<file path="src/rtl/lnrv_pipe_ctrl.sv">
// -----------------------------------------------------------------------------
// lnrv_pipe_ctrl
//   Central pipeline sequencer for the IFU/IDU/EXU stage chain. A flush pulse
//   (trap, mispredict) or a debug halt level is turned into per-stage
//   request/ack handshakes. Once every stage has acknowledged a flush (or the
//   flush timer expires), a single PC redirect is issued to the IFU.
//
// Ports
//   clk, reset        clock / asynchronous active-high reset
//   flush_req/pc      1-cycle flush pulse and restart PC
//   flush_busy        flush sequence in progress
//   flush_done        1-cycle pulse, all stages flushed
//   flush_tmo         1-cycle pulse with flush_done when forced by timeout
//   halt_req          debug halt level
//   halt_ack          level, every stage halted
//   stg_flush_req/ack per-stage flush handshake (ack may be pulse or level)
//   stg_halt_req/ack  per-stage halt handshake (level)
//   redirect_vld/pc   1-cycle restart pulse and PC to the IFU
//
//   Every output is a flop whose next value is derived from the next state,
//   so requests appear one cycle after the event that caused them.
// -----------------------------------------------------------------------------
module lnrv_pipe_ctrl #(
   parameter int P_NSTG  = 3,
   parameter int P_TMO_W = 8
) (
   input  logic              clk,
   input  logic              reset,
   input  logic              flush_req,
   input  logic [31:0]       flush_pc,
   output logic              flush_busy,
   output logic              flush_done,
   output logic              flush_tmo,
   input  logic              halt_req,
   output logic              halt_ack,
   output logic [P_NSTG-1:0] stg_flush_req,
   input  logic [P_NSTG-1:0] stg_flush_ack,
   output logic [P_NSTG-1:0] stg_halt_req,
   input  logic [P_NSTG-1:0] stg_halt_ack,
   output logic              redirect_vld,
   output logic [31:0]       redirect_pc
);

   typedef enum logic [2:0] {
      S_IDLE      = 3'd0,
      S_FLUSH     = 3'd1,
      S_DONE      = 3'd2,
      S_HALT_WAIT = 3'd3,
      S_HALTED    = 3'd4,
      S_RESUME    = 3'd5
   } state_t;

   localparam logic [P_NSTG-1:0]  ALL_STG = '1;
   localparam logic [P_TMO_W-1:0] TMO_MAX = '1;

   state_t             state_q, state_d;
   logic [P_NSTG-1:0]  mask_q, mask_d;
   logic [P_TMO_W-1:0] timer_q, timer_d;
   logic [31:0]        pc_q, pc_d;
   logic               hold_q, hold_d;     // keep stg_halt_req up across a flush taken from halt
   logic               tmo_d;
   logic [P_NSTG-1:0]  acc;
   logic [P_TMO_W-1:0] timer_inc;

   logic               flush_busy_q, flush_busy_d;
   logic               flush_done_q, flush_done_d;
   logic               flush_tmo_q, flush_tmo_d;
   logic               halt_ack_q, halt_ack_d;
   logic [P_NSTG-1:0]  stg_flush_req_q, stg_flush_req_d;
   logic [P_NSTG-1:0]  stg_halt_req_q, stg_halt_req_d;
   logic               redirect_vld_q, redirect_vld_d;
   logic [31:0]        redirect_pc_q, redirect_pc_d;

   always_comb begin
      state_d   = state_q;
      mask_d    = mask_q;
      timer_d   = timer_q;
      pc_d      = pc_q;
      hold_d    = hold_q;
      tmo_d     = 1'b0;
      acc       = mask_q;
      timer_inc = (timer_q == TMO_MAX) ? TMO_MAX : timer_q + 1'b1;

      case (state_q)
         S_IDLE: begin
            if (flush_req) begin
               state_d = S_FLUSH;
               pc_d    = flush_pc;
               hold_d  = 1'b0;
            end else if (halt_req) begin
               state_d = S_HALT_WAIT;
            end
         end
         S_FLUSH: begin
            if (flush_req) begin
               // Restart: only the most recent PC is ever redirected.
               pc_d    = flush_pc;
               mask_d  = '0;
               timer_d = '0;
            end else begin
               // Timer is zero only in the first cycle of a sequence; an ack
               // seen there still belongs to the previous request and is dropped.
               acc     = (timer_q == '0) ? mask_q : (mask_q | stg_flush_ack);
               mask_d  = acc;
               timer_d = timer_inc;
               if (&acc) begin
                  state_d = S_DONE;
               end else if (&timer_inc) begin
                  state_d = S_DONE;
                  tmo_d   = 1'b1;
               end
            end
         end
         S_DONE: begin
            if (flush_req) begin
               state_d = S_FLUSH;
               pc_d    = flush_pc;
               hold_d  = hold_q & halt_req;
            end else if (halt_req) begin
               state_d = S_HALT_WAIT;
               hold_d  = 1'b0;
            end else begin
               state_d = S_IDLE;
               hold_d  = 1'b0;
            end
         end
         S_HALT_WAIT: begin
            if (flush_req) begin
               state_d = S_FLUSH;
               pc_d    = flush_pc;
               hold_d  = 1'b1;
            end else if (!halt_req) begin
               state_d = S_RESUME;
            end else begin
               acc    = mask_q | stg_halt_ack;
               mask_d = acc;
               if (&acc) state_d = S_HALTED;
            end
         end
         S_HALTED: begin
            if (flush_req) begin
               state_d = S_FLUSH;
               pc_d    = flush_pc;
               hold_d  = 1'b1;
            end else if (!halt_req) begin
               state_d = S_RESUME;
            end
         end
         S_RESUME: begin
            if (flush_req) begin
               state_d = S_FLUSH;
               pc_d    = flush_pc;
               hold_d  = 1'b0;
            end else begin
               state_d = S_IDLE;
            end
         end
         default: state_d = S_IDLE;
      endcase

      // Fresh mask and timer on every state entry.
      if (state_d != state_q) begin
         mask_d  = '0;
         timer_d = '0;
      end

      flush_busy_d    = (state_d == S_FLUSH);
      flush_done_d    = (state_d == S_DONE);
      flush_tmo_d     = tmo_d;
      halt_ack_d      = (state_d == S_HALTED);
      stg_flush_req_d = (state_d == S_FLUSH) ? ~mask_d : '0;
      stg_halt_req_d  = ((state_d == S_HALT_WAIT) || (state_d == S_HALTED) ||
                         (hold_d && ((state_d == S_FLUSH) || (state_d == S_DONE)))) ? ALL_STG : '0;
      redirect_vld_d  = (state_d == S_DONE);
      redirect_pc_d   = (state_d == S_DONE) ? pc_d : redirect_pc_q;
   end

   always_ff @(posedge clk or posedge reset) begin
      if (reset) begin
         state_q         <= S_IDLE;
         mask_q          <= '0;
         timer_q         <= '0;
         pc_q            <= '0;
         hold_q          <= 1'b0;
         flush_busy_q    <= 1'b0;
         flush_done_q    <= 1'b0;
         flush_tmo_q     <= 1'b0;
         halt_ack_q      <= 1'b0;
         stg_flush_req_q <= '0;
         stg_halt_req_q  <= '0;
         redirect_vld_q  <= 1'b0;
         redirect_pc_q   <= '0;
      end else begin
         state_q         <= state_d;
         mask_q          <= mask_d;
         timer_q         <= timer_d;
         pc_q            <= pc_d;
         hold_q          <= hold_d;
         flush_busy_q    <= flush_busy_d;
         flush_done_q    <= flush_done_d;
         flush_tmo_q     <= flush_tmo_d;
         halt_ack_q      <= halt_ack_d;
         stg_flush_req_q <= stg_flush_req_d;
         stg_halt_req_q  <= stg_halt_req_d;
         redirect_vld_q  <= redirect_vld_d;
         redirect_pc_q   <= redirect_pc_d;
      end
   end

   assign flush_busy    = flush_busy_q;
   assign flush_done    = flush_done_q;
   assign flush_tmo     = flush_tmo_q;
   assign halt_ack      = halt_ack_q;
   assign stg_flush_req = stg_flush_req_q;
   assign stg_halt_req  = stg_halt_req_q;
   assign redirect_vld  = redirect_vld_q;
   assign redirect_pc   = redirect_pc_q;

endmodule

</file>
<file path="config.mk">
export PLATFORM = sky130hd
export DESIGN_NAME = lnrv_pipe_ctrl
export DESIGN_NICKNAME = d
export VERILOG_FILES = /design/src/rtl/lnrv_pipe_ctrl.sv
export SDC_FILE = /design/constraint.sdc
export NUM_CORES = 1
export LEC_CHECK = 0
export ABC_AREA = 1
export CORE_MARGIN = 1.5
export CORE_UTILIZATION = 40
export DETAILED_ROUTE_END_ITERATION = 8
export PLACE_DENSITY = 0.65
export SLEW_MARGIN = 20
export SYNTH_ARGS = -nofsm -noshare
export SYNTH_HDL_FRONTEND = slang
export SYNTH_SLANG_ARGS = --single-unit
export TNS_END_PERCENT = 100
</file>
<file path="constraint.sdc">
create_clock -name clk -period 3.2 [get_ports clk]
set_clock_uncertainty 0.05 [all_clocks]
set_input_delay 0.64 -clock clk [delete_from_list [all_inputs] [get_ports clk]]
set_output_delay 0.64 -clock clk [all_outputs]
set_load 0.05 [all_outputs]
</file>
==> flow_metrics.py, run 1 <==
metrics = {
    "sta": {
        "max_freq_mhz": 400,
        "holdWs_ns": 0.434,
        "maxSlewHeadroom": 0.460,
        "worst_pin_slew_ns": 0.809,
        "drv_slew": 0,
        "fin_ws_ns": 0.699,
        "setup_viol": 0,
        "post-route-min-period_ns": 2.50,
        "period_share": 0.782,
        "setup_tns_ns": 0,
        "rsz0062_at_grt": "false",
        "hold_violations": 0,
    },
    "layout": {
        "n_fill_cell": 913,
        "drive_gt1_frac": 0.177,
        "final_nets": 541,
        "antenna_cells": 0,
        "syn_to_final_growth_pct": 29.6,
        "utilization": 0.529,
    },
    "status": {
        "status": "finished, final reports clean",
    },
    "clocking": {
        "cts-buffers-inserted": 9,
        "cts_buffer_depth": 2,
        "cts.sinks": 87,
        "clock_latency_ns": 0.35,
        "holdBufCountCts": 0,
        "cts-root-buf": "clkbuf_8",
        "cts.repair.resized": 0,
        "tritoncts": "built",
        "post_cts_buffers": 0,
        "cts.htree.levels": 3,
        "cts.clk_slew.worst_paths_ns": 0.08,
    },
    "yosys": {
        "synthTopCellsByCount": "144 x nand2_1, 87 x dfrtp_1, 33 x inv_1, 32 x mux2_2, 20 x nand3_1",
        "synth_top_family_by_area": "simple AND/OR/NAND/NOR gates",
        "postSynthCellCount": 412,
        "yosysWarnings": 0,
        "synth_compound_area_frac": 0.0467,
        "synthMuxAreaShare": 0.0916,
        "syn_nets": 456,
        "synth_top_area_share": 0.553,
        "ys_seq_elements": 87,
        "synth_cell_types": 35,
        "synth-simple-area-share": 0.244,
        "yosysMostFrequentCell": "nand2_1",
        "netlist_top_cells_area": "dfrtp_1 55%, nand2_1 14%, mux2_2 9.2%",
        "synth_top_area_cell": "dfrtp_1",
        "yosysSeqAreaShare": 0.553,
        "synth_edf_count": 0,
        "synthAdderAreaFrac": 0.00636,
        "synth_xor_area_frac": 0.00223,
        "syn_avg_cell_area_um2": 9.55,
        "synth-main-ff-cell": "dfrtp_1",
        "syn_area_um2": 3940,
        "synthArstFlopShare": 1.00,
    },
    "route": {
        "ant_nets": 0,
        "drc_errors": 0,
        "drt-total-wl_um": 8350,
        "drtPass1Iterations": 4,
        "num_vias": 3004,
        "routed_via_density": 4.73,
        "drt-wirelength-per-cell_um": 13.1,
        "drt-initial-drc-count": 95,
    },
    "setup_path": {
        "slowest_delay_ns": 0.48,
        "arrival_ns": 2.73,
        "path_buf_inv": 1,
        "crit_type": "flip-flop to flip-flop",
        "cp-start-kind": "flip-flop",
        "worstPathMaxFanout": 33,
        "critical_path.most_common_cell": "nand2_1",
        "worstPathRequired_ns": 3.43,
        "cpMaxStageDelayCell": "inv_2",
        "crit_chain": "ha_1, nand2_2, nor2_1, nand2_2, nand2_1, nand2_1, nor2_2, nand2_2, nand2_4, nand2_4, inv_2, nand2_1, nand2_1",
        "cpLargestDelayFamily": "simple AND/OR/NAND/NOR gates",
        "crit_path_end_kind": "flip-flop",
    },
    "placed_design": {
        "preCtsSetupSlack_ns": 0.610,
        "gp_congestion": 0.854,
        "dp_hpwl_um": 6030,
        "port_buffers": 84,
    },
    "floorplan": {
        "fp.dieH_um": 102,
        "die_w_um": 102,
        "pin_count": 85,
        "core_area_um2": 9640,
        "initial_utilization": 0.408,
        "rows": 36,
        "dieArea_um2": 10400,
    },
    "grt": {
        "antenna_found_initial": 0,
        "grt_usage": 0.174,
        "grt_max_degree": 47,
        "globalRouteMet2Util": 0.284,
        "grt-ovfl-total": 0,
        "grtUsageMet3": 0.0506,
        "grt_pass1_wl_um": 14200,
        "grt_use_met1": 0.229,
        "grt_pass1_vias": 2954,
        "top_usage_layer": "met2",
    },
    "power": {
        "ir_worst_vdd_uv": 463,
        "p_per_area_nw_per_um2": 833,
        "power.total_w": 0.00425,
        "power.leakage_nw": 2.45,
    },
    "run": {
        "drv_cap": 0,
    },
    "hold_path": {
        "hold_class": "flip-flop to flip-flop",
    },
}
==> registers in the layout, summed over array words and instances (netlist names) <==
name,cells
pc_q,32
redirect_pc,32
timer_q,8
mask_q,3
state_q,3
stg_flush_req,3
flush_busy,1
flush_tmo,1
halt_ack,1
hold_q,1
redirect_vld,1
stg_halt_req,1
==> worst min-delay path, cell delays in order, from the launching register on <==
cell and delay [ns]:
dfrtp_1 0.35, nand2_1 0.05, nand2_1 0.05
==> report_power, final <==
| part | internal (W) | switching, W |
|---|---|---|
| Clock | 0.000294 | 0.000404 |
| Sequential | 0.00138 | 0.000175 |
| Combinational | 0.000665 | 0.00133 |
| Total | 0.00234 | 0.00191 |
==> layer usage <==
layer | up-vias | routed length, um
li1 | 1475 | -
met1 | 1455 | 3760
met2 | 67 | 4050
met3 | 7 | 444
met4 | 0 | 93
met5 | - | 0
==> placed cells by master (no fill, tap or decap), drive strengths merged <==
cell             n
or2              3
a21boi           2
clkinv           3
nor4             1
nand2          154
a21oi            7
o21ai            9
nor3             3
xnor2            1
o21bai           1
ha               2
nor2            22
clkdlybuf4s50   84
clkinvlp         1
o211ai           3
nand4            4
inv             40
clkbuf          10
nand3           22
o31ai            1
a31oi            1
a22oi            5
mux2            32
buf              4
dfrtp           87
==> metrics by stage <==
| step | std cells | cell area [um^2] |
|---|---|---|
| after floorplan | 412 | 3940 |
| after global placement | 619 | 4920 |
| after detailed placement | 619 | 4920 |
| after CTS | 635 | 5100 |
| after global routing | 635 | 5100 |
| final | 635 | 5100 |
==> final timing paths <==
kind / slack [ns] / end / cells past startpoint / startpoint
min: 0.43 / redirect_pc[8] / 2 / redirect_pc[8]
max reg2reg: 0.70 / redirect_pc[7] / 13 / timer_q[0]
min in group asynchronous: 0.70 / redirect_vld / 2 / reset
max: 0.70 / redirect_pc[7] / 13 / timer_q[0]
max in group asynchronous: 1.73 / redirect_pc[6] / 3 / reset
min reg2reg: 0.43 / redirect_pc[8] / 2 / redirect_pc[8]
==> area by class of cell <==
class	count	area, um^2	area share
clock buffer	10	128	0.0250
clock inverter	6	51.3	0.0101
inverter	38	144	0.0282
tap	133	166	0.0326
multi-input combinational	273	1550	0.304
timing repair buffer	88	883	0.173
sequential	87	2180	0.427
==> kinds of logic (layout without fill, tap and decap cells) <==
family / Yosys count / after routing
buffers and inverters: 52 / 142
muxes: 32 / 32
adders and majority gates: 2 / 2
xor gates and xnor gates: 1 / 1
DFF: 87 / 87
and+or+nand+nor: 209 / 209
AOI/OAI and AO/OA: 29 / 29
Power figures use the tool's default switching activity.
==> run 2, diff against run 1 <==
==> constraint.sdc (replaced) <==
create_clock -name clk -period 2.39 [get_ports clk]
set_clock_uncertainty 0.05 [all_clocks]
set_input_delay 0.478 -clock clk [delete_from_list [all_inputs] [get_ports clk]]
set_output_delay 0.478 -clock clk [all_outputs]
set_load 0.05 [all_outputs]
==> flow_metrics.py, run 2 (synthesis gave the netlist of run 1 again) <==
metrics = {
    "grt": {
        "grt_max_degree": 88,
        "antenna_found_initial": 0,
        "grt_usage": 0.180,
        "grt-ovfl-total": 0,
        "grt_pass1_wl_um": 14600,
        "grt_pass1_vias": 3056,
    },
    "layout": {
        "drive_gt1_frac": 0.192,
        "final_common_cell": "nand2_1",
        "final_nets": 546,
        "final_cell_area_um2": 5210,
        "layout_common_cells": "144 x nand2_1, 85 x dfrtp_1, 84 x clkdlybuf4s50_1, 32 x inv_1, 32 x mux2_2",
        "final_cell_count_no_fill": 639,
        "syn_to_final_growth_pct": 32.4,
        "utilization": 0.540,
        "antenna_cells": 0,
        "n_fill_cell": 892,
    },
    "route": {
        "ant_nets": 0,
        "drc_errors": 0,
        "routed_via_density": 4.72,
        "drt-wirelength-per-cell_um": 13.4,
        "route.met3.wl_um": 455,
        "drt-total-wl_um": 8560,
        "wl_met1_um": 3990,
        "drtPass1Iterations": 4,
        "drt-initial-drc-count": 112,
        "top_layer": "met4",
        "met2_wirelength_um": 4030,
        "num_vias": 3015,
    },
    "sta": {
        "rsz0062_at_grt": "false",
        "period_share": 0.894,
        "max_freq_mhz": 468,
        "holdWs_ns": 0.435,
        "hold_violations": 0,
        "post-route-min-period_ns": 2.14,
        "setup_viol": 0,
        "maxSlewHeadroom": 0.643,
        "drv_slew": 0,
        "worst_pin_slew_ns": 0.534,
        "fin_ws_ns": 0.254,
    },
    "setup_path": {
        "reg2reg_setup_slack_ns": 0.25,
        "worstPathRequired_ns": 2.59,
        "cp-endpoint": "stg_flush_req[1]",
        "r2r_end": "stg_flush_req[1]",
        "crit_type": "flip-flop to flip-flop",
        "reg2reg_from": "timer_q[0]",
        "cp-start-kind": "flip-flop",
        "reg2regPathDepth": 16,
        "critical_path.startpoint": "timer_q[0]",
        "arrival_ns": 2.33,
        "worstPathMaxFanout": 7,
        "crit_path_end_kind": "flip-flop",
    },
    "hold_path": {
        "hold_class": "flip-flop to flip-flop",
    },
    "clocking": {
        "cts-buffers-inserted": 9,
        "cts.htree.levels": 3,
        "cts_buffer_depth": 2,
        "clock_latency_ns": 0.35,
        "cts-root-buf": "clkbuf_8",
        "cts.clk_slew.worst_paths_ns": 0.09,
        "cts.sinks": 87,
        "tritoncts": "built",
        "post_cts_buffers": 0,
    },
    "placed_design": {
        "port_buffers": 84,
        "placed_cell_area_um2": 4990,
        "preCtsSetupSlack_ns": -0.0169,
        "dp_hpwl_um": 5770,
        "numPlacedInstances": 624,
        "gp_congestion": 0.954,
    },
    "floorplan": {
        "rows": 36,
        "initial_utilization": 0.408,
        "die_w_um": 102,
        "pin_count": 85,
        "core_area_um2": 9640,
        "dieArea_um2": 10400,
        "fp.dieH_um": 102,
    },
    "power": {
        "power.leakage_nw": 2.49,
        "p_per_area_nw_per_um2": 1130,
        "ir_worst_vdd_uv": 691,
    },
    "run": {
        "drv_cap": 0,
    },
    "status": {
        "status": "finished, final reports clean",
    },
}
run 2: changes by cell type in the layout (fill, tap and decap cells not counted), sizes merged:
cell | before | now
buf | 4 | 9
bufinv | 0 | 2
clkinv | 3 | 1
clkbuf | 10 | 9
clkinvlp | 1 | 2
inv | 40 | 39
run 2: critical path, stage by stage, from the launching register on:
cell and delay, ns:
dfrtp_2 0.42, ha_2 0.23, nand2_2 0.10, nor2_1 0.13, nand2_2 0.11, nand2_1 0.11, nand2_1 0.06, nor2_2 0.11
nand2_2 0.08, nand2_4 0.08, nand2_2 0.06, nand2_1 0.06, nand2_1 0.09, nand2_2 0.14, nand3_1 0.11, nand2_1 0.07
inv_1 0.03
run 2: layer usage:
metal / track usage / vias to the layer above
met4: 0.0474 / 0
met5: 0 / -
met3: 0.0588 / 7
li1: - / 1486
met2: 0.288 / 65
met1: 0.236 / 1457
run 2: metrics by stage:
step           setup TNS, ns  power [W]
3_3_place_gp               0    0.00476
2_1_floorplan              0    0.00392
4_1_cts                    0    0.00594
6_report                   0    0.00589
3_5_place_dp         -0.0449    0.00479
5_1_grt                    0    0.00625
run 2: layout make-up:
| class | instances | area, um^2 | share of cell area |
|---|---|---|---|
| Clock buffer | 9 | 124 | 0.0238 |
| Clock inverter | 6 | 93.8 | 0.0180 |
| Inverter | 38 | 146 | 0.0281 |
| Multi-Input combinational cell | 273 | 1550 | 0.298 |
| Sequential cell | 87 | 2180 | 0.418 |
| Tap cell | 133 | 166 | 0.0319 |
| Timing Repair Buffer | 93 | 946 | 0.182 |
run 2: where the power goes:
part | internal (W) | total, W | switching, W
clock network | 0.000592 | 0.00112 | 0.000526
registers | 0.00185 | 0.00208 | 0.000228
logic | 0.000901 | 0.00269 | 0.00179
run 2: worst min path at each step:
stage	slack [ns]	end	depth (start not counted)	startpoint
2_1_floorplan	0.42	pc_q[0]	1	pc_q[0]
3_3_place_gp	0.41	redirect_pc[11]	2	redirect_pc[11]
3_5_place_dp	0.41	redirect_pc[23]	2	redirect_pc[23]
4_1_cts	0.44	redirect_pc[20]	2	redirect_pc[20]
5_1_grt	0.46	redirect_pc[20]	2	redirect_pc[20]
6_report	0.43	redirect_pc[4]	2	redirect_pc[4]
run 2: what timing repair did:
action,CTS,global route
resized for setup,0,3
setup endpoints to repair,0,45
hold buffers,0,0
